<file path="src/rtl/mult_div_unit_if.sv">
// Operand, control and result bundle between the pipeline controller and the
// iterative multiply/divide unit (HI/LO owner).
interface mult_div_unit_if #(
   parameter int WIDTH = 32
);
   logic             start;
   logic [1:0]       op;
   logic [WIDTH-1:0] rs_data;
   logic [WIDTH-1:0] rt_data;
   logic             flush;
   logic             hi_we;
   logic             lo_we;
   logic [WIDTH-1:0] wdata;
   logic             busy;
   logic             done;
   logic [WIDTH-1:0] hi;
   logic [WIDTH-1:0] lo;

   modport master (
      output start, op, rs_data, rt_data, flush, hi_we, lo_we, wdata,
      input  busy, done, hi, lo
   );

   modport slave (
      input  start, op, rs_data, rt_data, flush, hi_we, lo_we, wdata,
      output busy, done, hi, lo
   );
endinterface

</file>
<file path="src/rtl/mult_div_unit.sv">
// Iterative MULT/MULTU/DIV/DIVU unit: one bit per cycle on operand magnitudes,
// sign fix-up in a final cycle, results committed to the architectural HI/LO.
module mult_div_unit #(
   parameter int WIDTH = 32,
   parameter int CNT_W = 6
) (
   input  logic           clk,
   input  logic           rst,
   mult_div_unit_if.slave bus
);

   localparam logic [1:0] IDLE = 2'd0;
   localparam logic [1:0] RUN  = 2'd1;
   localparam logic [1:0] FIX  = 2'd2;

   localparam logic [CNT_W-1:0] LAST_ITER = CNT_W'(WIDTH - 1);

   logic [1:0]         state_q, state_d;
   logic [CNT_W-1:0]   cnt_q, cnt_d;
   logic               isDiv_q, isDiv_d;
   logic               negRes_q, negRes_d;
   logic               negRem_q, negRem_d;
   logic               divZero_q, divZero_d;
   logic [WIDTH-1:0]   origRs_q, origRs_d;
   logic [WIDTH-1:0]   opB_q, opB_d;
   logic [2*WIDTH:0]   acc_q, acc_d;
   logic [WIDTH-1:0]   hi_q, hi_d;
   logic [WIDTH-1:0]   lo_q, lo_d;
   logic               done_q, done_d;

   logic               signedOp;
   logic               rsNeg;
   logic               rtNeg;
   logic [WIDTH-1:0]   absRs;
   logic [WIDTH-1:0]   absRt;

   logic [WIDTH:0]     mulSum;
   logic [2*WIDTH:0]   mulStep;
   logic [2*WIDTH:0]   divShift;
   logic [WIDTH:0]     divTrial;
   logic               divFits;
   logic [2*WIDTH:0]   divStep;

   logic [2*WIDTH-1:0] product;
   logic [2*WIDTH-1:0] prodFix;
   logic [WIDTH-1:0]   quoFix;
   logic [WIDTH-1:0]   remFix;

   assign signedOp = ~bus.op[0];
   assign rsNeg    = signedOp & bus.rs_data[WIDTH-1];
   assign rtNeg    = signedOp & bus.rt_data[WIDTH-1];
   assign absRs    = rsNeg ? -bus.rs_data : bus.rs_data;
   assign absRt    = rtNeg ? -bus.rt_data : bus.rt_data;

   // Multiply: {acc upper, multiplier} shifts right, adding the multiplicand on a 1 bit.
   assign mulSum  = acc_q[2*WIDTH:WIDTH] + (acc_q[0] ? {1'b0, opB_q} : '0);
   assign mulStep = {mulSum, acc_q[WIDTH-1:0]} >> 1;

   // Divide: {remainder, dividend/quotient} shifts left, keeping the trial subtract if it fits.
   assign divShift = {acc_q[2*WIDTH-1:0], 1'b0};
   assign divTrial = divShift[2*WIDTH:WIDTH] - {1'b0, opB_q};
   assign divFits  = divShift[2*WIDTH:WIDTH] >= {1'b0, opB_q};
   assign divStep  = divFits ? {divTrial, divShift[WIDTH-1:1], 1'b1} : divShift;

   assign product = acc_q[2*WIDTH-1:0];
   assign prodFix = negRes_q ? -product : product;
   assign quoFix  = negRes_q ? -acc_q[WIDTH-1:0] : acc_q[WIDTH-1:0];
   assign remFix  = negRem_q ? -acc_q[2*WIDTH-1:WIDTH] : acc_q[2*WIDTH-1:WIDTH];

   always_comb begin
      state_d   = state_q;
      cnt_d     = cnt_q;
      isDiv_d   = isDiv_q;
      negRes_d  = negRes_q;
      negRem_d  = negRem_q;
      divZero_d = divZero_q;
      origRs_d  = origRs_q;
      opB_d     = opB_q;
      acc_d     = acc_q;
      hi_d      = hi_q;
      lo_d      = lo_q;
      done_d    = 1'b0;

      if (bus.flush) begin
         state_d = IDLE;
         cnt_d   = '0;
      end else begin
         case (state_q)
            IDLE: begin
               if (bus.start) begin
                  state_d   = RUN;
                  cnt_d     = '0;
                  isDiv_d   = bus.op[1];
                  negRes_d  = rsNeg ^ rtNeg;
                  negRem_d  = rsNeg;
                  divZero_d = (bus.rt_data == '0);
                  origRs_d  = bus.rs_data;
                  if (bus.op[1]) begin
                     opB_d = absRt;
                     acc_d = {{(WIDTH+1){1'b0}}, absRs};
                  end else begin
                     opB_d = absRs;
                     acc_d = {{(WIDTH+1){1'b0}}, absRt};
                  end
               end else begin
                  if (bus.hi_we) hi_d = bus.wdata;
                  if (bus.lo_we) lo_d = bus.wdata;
               end
            end
            RUN: begin
               acc_d = isDiv_q ? divStep : mulStep;
               cnt_d = cnt_q + 1'b1;
               if (cnt_q == LAST_ITER) state_d = FIX;
            end
            FIX: begin
               state_d = IDLE;
               cnt_d   = '0;
               done_d  = 1'b1;
               if (!isDiv_q) begin
                  hi_d = prodFix[2*WIDTH-1:WIDTH];
                  lo_d = prodFix[WIDTH-1:0];
               end else if (divZero_q) begin
                  hi_d = origRs_q;
                  lo_d = '1;
               end else begin
                  hi_d = remFix;
                  lo_d = quoFix;
               end
            end
            default: begin
               state_d = IDLE;
               cnt_d   = '0;
            end
         endcase
      end
   end

   always_ff @(posedge clk or negedge rst) begin
      if (!rst) begin
         state_q   <= IDLE;
         cnt_q     <= '0;
         isDiv_q   <= 1'b0;
         negRes_q  <= 1'b0;
         negRem_q  <= 1'b0;
         divZero_q <= 1'b0;
         origRs_q  <= '0;
         opB_q     <= '0;
         acc_q     <= '0;
         hi_q      <= '0;
         lo_q      <= '0;
         done_q    <= 1'b0;
      end else begin
         state_q   <= state_d;
         cnt_q     <= cnt_d;
         isDiv_q   <= isDiv_d;
         negRes_q  <= negRes_d;
         negRem_q  <= negRem_d;
         divZero_q <= divZero_d;
         origRs_q  <= origRs_d;
         opB_q     <= opB_d;
         acc_q     <= acc_d;
         hi_q      <= hi_d;
         lo_q      <= lo_d;
         done_q    <= done_d;
      end
   end

   assign bus.busy = (state_q != IDLE);
   assign bus.done = done_q;
   assign bus.hi   = hi_q;
   assign bus.lo   = lo_q;

endmodule

</file>
<file path="src/flat_wrapper.sv">
// flat-port wrapper written by rule: the top's interface ports become plain ports
module mult_div_unit_flat 
#(
   parameter int WIDTH = 32,
   parameter int CNT_W = 6
)
  (clk, rst, bus_start, bus_op, bus_rs_data, bus_rt_data, bus_flush, bus_hi_we, bus_lo_we, bus_wdata, bus_busy, bus_done, bus_hi, bus_lo);
  mult_div_unit_if #(.WIDTH(WIDTH)) bus_i ();
  input  logic clk;
  input  logic rst;
  input wire logic [$bits(bus_i.start)-1:0] bus_start;
  input wire logic [$bits(bus_i.op)-1:0] bus_op;
  input wire logic [$bits(bus_i.rs_data)-1:0] bus_rs_data;
  input wire logic [$bits(bus_i.rt_data)-1:0] bus_rt_data;
  input wire logic [$bits(bus_i.flush)-1:0] bus_flush;
  input wire logic [$bits(bus_i.hi_we)-1:0] bus_hi_we;
  input wire logic [$bits(bus_i.lo_we)-1:0] bus_lo_we;
  input wire logic [$bits(bus_i.wdata)-1:0] bus_wdata;
  output wire logic [$bits(bus_i.busy)-1:0] bus_busy;
  output wire logic [$bits(bus_i.done)-1:0] bus_done;
  output wire logic [$bits(bus_i.hi)-1:0] bus_hi;
  output wire logic [$bits(bus_i.lo)-1:0] bus_lo;
  assign bus_i.start = bus_start;
  assign bus_i.op = bus_op;
  assign bus_i.rs_data = bus_rs_data;
  assign bus_i.rt_data = bus_rt_data;
  assign bus_i.flush = bus_flush;
  assign bus_i.hi_we = bus_hi_we;
  assign bus_i.lo_we = bus_lo_we;
  assign bus_i.wdata = bus_wdata;
  assign bus_busy = bus_i.busy;
  assign bus_done = bus_i.done;
  assign bus_hi = bus_i.hi;
  assign bus_lo = bus_i.lo;
  mult_div_unit #(.WIDTH(WIDTH), .CNT_W(CNT_W)) u_core (.clk(clk), .rst(rst), .bus(bus_i));
endmodule
</file>
<file path="config.mk">
export PLATFORM = sky130hd
export DESIGN_NAME = mult_div_unit_flat
export DESIGN_NICKNAME = d
export VERILOG_FILES = /design/src/rtl/mult_div_unit_if.sv /design/src/rtl/mult_div_unit.sv /design/src/flat_wrapper.sv
export SDC_FILE = /design/constraint.sdc
export NUM_CORES = 1
export LEC_CHECK = 0
export ABC_CLOCK_PERIOD_IN_PS = 5220
export CORE_MARGIN = 4
export CORE_UTILIZATION = 52
export DETAILED_ROUTE_END_ITERATION = 8
export GPL_ROUTABILITY_DRIVEN = 0
export PLACE_DENSITY = 0.84
export SKIP_CTS_REPAIR_TIMING = 1
export SLEW_MARGIN = 20
export SYNTH_ARGS = -nofsm -noshare
export SYNTH_HDL_FRONTEND = slang
export SYNTH_SLANG_ARGS = --single-unit
</file>
<file path="constraint.sdc">
create_clock -name clk -period 5.22 [get_ports clk]
set_input_delay 0.783 -clock clk [delete_from_list [all_inputs] [get_ports clk]]
set_output_delay 0.783 -clock clk [all_outputs]
set_load 0.02 [all_outputs]
</file>
# After elaboration in Yosys (flattened, before gate mapping)
# Cells that the tools add are included.
# op_classes
n_bitwise	5
add_sub_neg	8
magnitude_cmp	1
n_eq_ne	9
n_reduce_logical	10
mux	31
# op_table
op	n
$mux 32	15
$mux 65	3
$pmux 65 s2	1
$neg 32->32	4
$pmux 32 s2	2
$mux 64	1
$neg 64->64	1
$add 33x33->33	1
$ge 33x32->1	1
$sub 33x32->33	1
$logic_not 32->1	1
$mux 6	2
$pmux 6 s2	1
$ne 2x2->1 const B	4
$reduce_and 4->1	2
$add 6x1->6 const B	1
$eq 6x5->1 const B	1
$mux 2	3
$reduce_and 3->1	2
$reduce_bool 2->1	3
$pmux 2 s2	1
$ne 3x2->1 const B	1
$ne 3x3->1 const B	1
$and 1x1->1	2
other kinds (7)	9
# word_totals
register_bits	206

# Longest topological paths before layout
# depth
word_depth	6
ltp_mapped	14
depth_no_buf	13

# Worst setup path after synthesis
# No wires, ideal clock.
# synth_timing
path_kind	register to register
from	register u_core.acc_q[4]
to	register u_core.hi_q[31] (netlist: u_core.bus.hi[31])
stages_incl_launch_ff	12
synth_period_minus_slack_ns	3.522
required_ns	5.084
setup_slack_ns	1.698
arrival_ns	3.386
n_path_buf	3
cell_sequence	dfrtp_1 -> buf_6 -> or4_1 -> buf_2 -> or4_4 -> or4_4 -> or3_1 -> buf_2 -> or4_4 -> o21ai_1 -> xor2_1 -> a21oi_1
# synth_between
elab_chain_cells	4
# synth_lines
element	line_no	text
start: declaration	mult_div_unit.sv:26	logic [2*WIDTH:0] acc_q, acc_d;
start signal: assignment	mult_div_unit.sv:148	acc_q <= '0;
start signal: assignment	mult_div_unit.sv:161	acc_q <= acc_d;
$neg 64->64	mult_div_unit.sv:66	assign prodFix = negRes_q ? -product : product;
$mux 64	mult_div_unit.sv:66	
$mux 32	mult_div_unit.sv:119	if (!isDiv_q) begin
$pmux 32 s2	mult_div_unit.sv:88	case (state_q)
end signal: assignment	mult_div_unit.sv:162	hi_q <= hi_d;
end: declaration	mult_div_unit.sv:27	logic [WIDTH-1:0] hi_q, hi_d;
# Every way passes these cells.
# A chain may end at the register's enable or synchronous reset.

# Worst setup path in the final report
# layout_timing
from	register u_core.acc_q[0]
to	register u_core.hi_q[16] (netlist: u_core.bus.hi[16])
# The elaborated chain is that of the path after synthesis.

==> out/metrics.yaml <==
grt:
  grt_max_degree: 112
  globalRoute.busiestLayer: "met2"
  met2_usage_pct: 50.2
  grt_overflow_total: 0
  grt_pass1_wl_mm: 96.0
  grt_use_total_pct: 33.1
  antenna_found_initial: 1
  met1_usage_pct: 45.6
  grt_use_met3_pct: 6.11
  grt_pass1_vias: 17200
clocking:
  cts_tree: "yes"
  clkTransAtPathRegs_ps: 60
  h-tree-depth: 1
  clkLatencyLatePin_ps: 540
  numCtsBuffers: 23
  clock-root-buffer: "clkbuf_16"
  clock_sinks: 206
  cts_max_path_buffers: 3
floorplanning:
  die_area_mm2: 0.0363
  core_mm2: 0.0327
  die_x_um: 190
  rows: 66
  initial_core_util_pct: 52.9
  num_io_pins: 170
  fp.dieH_um: 190
sta:
  slew_viol_final: 0
  period_minus_slack_ps: 4130
  hold_violations: 0
  min_period_over_period_pct: 79.0
  fin_tns_setup_ps: 0
  grt_setup_unrepaired: "false"
  setup_viol: 0
  max_freq_mhz: 242
  clock_skew_ps: 29.1
  slew_headroom_pct: 28.4
  worst_pin_slew_ps: 1070
min_path:
  hp-class: "in2async"
outcome:
  status: "finished, final reports clean"
final_layout:
  nFillCells: 2771
  syn_to_final_growth_pct: 15.8
  fin_nets: 2491
  diodes: 0
  final_common_cell: "nand2_1"
  drive_gt1_share_pct: 4.97
  layout_common_cells: "nand2_1 (322), o21ai_0 (246), dfrtp_1 (202)"
  final-instance-count-excl-fill: 2775
  final_util_pct: 61.3
yosys:
  ys_seq_area_share_pct: 29.8
  synth_area_leaders: "dfrtp_1 (30%), o21ai_0 (7.1%), nand2_1 (7.0%), xnor2_1 (6.0%), a21oi_1 (5.2%)"
  synth_edf_count: 0
  ys_types: 75
  syn_area_mm2: 0.0173
  ys.flop_type: "dfrtp_1"
  synth.top_cell.area_share_pct: 29.8
  synth.avg_cell_area_um2: 7.67
  synth_fp_nets: 2431
  synthCells: 2256
  synth-seq-cells: 206
  synthArstFlopShare_pct: 100
  yosysWarnings: 0
  yosys.area.top_type: "dfrtp_1"
job:
  maxCapViolations: 0
worst_setup_path:
  critPathMaxStageDelay_ps: 630
  cp_slowest_cell: "nor4_1"
  path_cells: "inv_1, ha_1, nand2b_1, or4_1, nor4_1, nand2_1, o41ai_1, xor2_1, mux2i_1, nor2_1, nor3_1"
  start_kind: "register"
  worstPathMaxFanout: 7
  cp.required_ps: 5650
  cpLargestDelayFamily: "simple AND/OR/NAND/NOR gates"
  crit_arrival_ps: 4560
  crit_path_end_kind: "register"
  path_buf_inv: 1
  setup.worst_path.class: "reg2reg"
pwr:
  p_clk_share_pct: 17.5
  leakage_nw: 8.41
  finalPower_mw: 10.5
  p_per_area_mw_per_mm2: 525
  switching_share_pct: 47.6
  intPower_mw: 5.52
  ir_drop_uv: 281
  power_frac_seq_pct: 26.2
  switchingPower_mw: 5.01
  comb_power_share_pct: 56.3
place:
  io_buffer_count: 169
  place_inst: 2733
  dp_hpwl_mm: 47.4
detailed_routing:
  wl_per_cell_um: 22.7
  wirelength_mm: 62.9
  via_count: 18600
  drc: 0
  drtPass1Iterations: 7
  ant_nets: 0
  viasPerCell: 6.69
  drt_iter0_drc: 3021
-- power by group through the flow --
| stage | Clock (mW) | Sequential [mW] | Combinational [mW] |
|---|---|---|---|
| after floorplan | 0 | 2.46 | 4.31 |
| after global placement | 0 | 2.69 | 5.51 |
| after detailed placement | 0 | 2.73 | 5.68 |
| after CTS | 1.84 | 2.70 | 5.74 |
| after global routing | 1.90 | 2.78 | 6.38 |
| final | 1.85 | 2.76 | 5.93 |
-- cells in the mapped netlist, types with 48 or more instances --
cell type  count
a21oi_1      180
clkbuf_1     143
dfrtp_1      206
ha_1          69
inv_1         64
mux2i_1       68
nand2_1      322
nand3_1       48
nor2_1       179
o21ai_0      247
xnor2_1      119
xor2_1        81
-- metal layers --
| layer | routed length [um] | part of all wire [%] |
|---|---|---|
| met1 | 23900 | 38 |
| met2 | 26900 | 43 |
| met3 | 8170 | 13 |
| met4 | 3930 | 6.3 |
| met5 | 13 | 0.021 |
-- logic make-up (layout without fill, tap and decap cells) --
group | after synthesis | after routing | share of synthesized area [%]
buffers and inverters | 229 | 306 | 5.05
muxes | 79 | 79 | 4.65
and+or+nand+nor | 761 | 761 | 20.2
adders and majority gates | 71 | 71 | 5.22
AOI/OAI and AO/OA | 710 | 710 | 25.0
DFF | 206 | 206 | 29.8
xor gates and xnor gates | 200 | 200 | 10.1
-- layout make-up --
class | count | area, um^2 | area share (%)
clock buffer | 28 | 604 | 3.01
clock inverter | 14 | 241 | 1.20
inverter | 65 | 244 | 1.22
multi-input combinational | 1821 | 11300 | 56.5
sequential | 206 | 5160 | 25.8
tap | 442 | 553 | 2.76
timing repair buffer | 199 | 1920 | 9.56
-- path summary, 6_finish.rpt --
kind | startpoint | to | slack, ps | cells past startpoint
worst max-delay path | u_core.acc_q[0]$_DFFE_PN0P_ | u_core.bus.hi[16]$_DFFE_PN0P_ | 1090 | 11
worst min-delay path | rst | u_core.bus.lo[9]$_DFFE_PN0P_ | 330 | 1
worst max register to register | u_core.acc_q[0]$_DFFE_PN0P_ | u_core.bus.hi[16]$_DFFE_PN0P_ | 1090 | 11
worst min register to register | u_core.origRs_q[25]$_DFFE_PN0P_ | u_core.origRs_q[25]$_DFFE_PN0P_ | 480 | 2
max in group asynchronous | rst | u_core.acc_q[59]$_DFFE_PN0P_ | 3710 | 2
min in group clk | u_core.origRs_q[25]$_DFFE_PN0P_ | u_core.origRs_q[25]$_DFFE_PN0P_ | 480 | 2
-- through the flow --
step                cell area (um^2)  worst slack, ps  hold slack (ps)
finish                         20000             1090              332
floorplan                      17300             1700              437
CTS                            20000             1190              417
detailed placement             19200              958              464
global placement               19200             1020              462
global route                   20000              978              436
-- flip-flops by register name, indices dropped and copies added, names as in the netlist, 2 cells and up --
name,cells
u_core.bus.lo,32
u_core.opB_q,32
u_core.cnt_q,6
u_core.origRs_q,32
u_core.bus.hi,32
u_core.acc_q,65
u_core.state_q,2
Note: power is estimated with default switching activity, not from simulation.
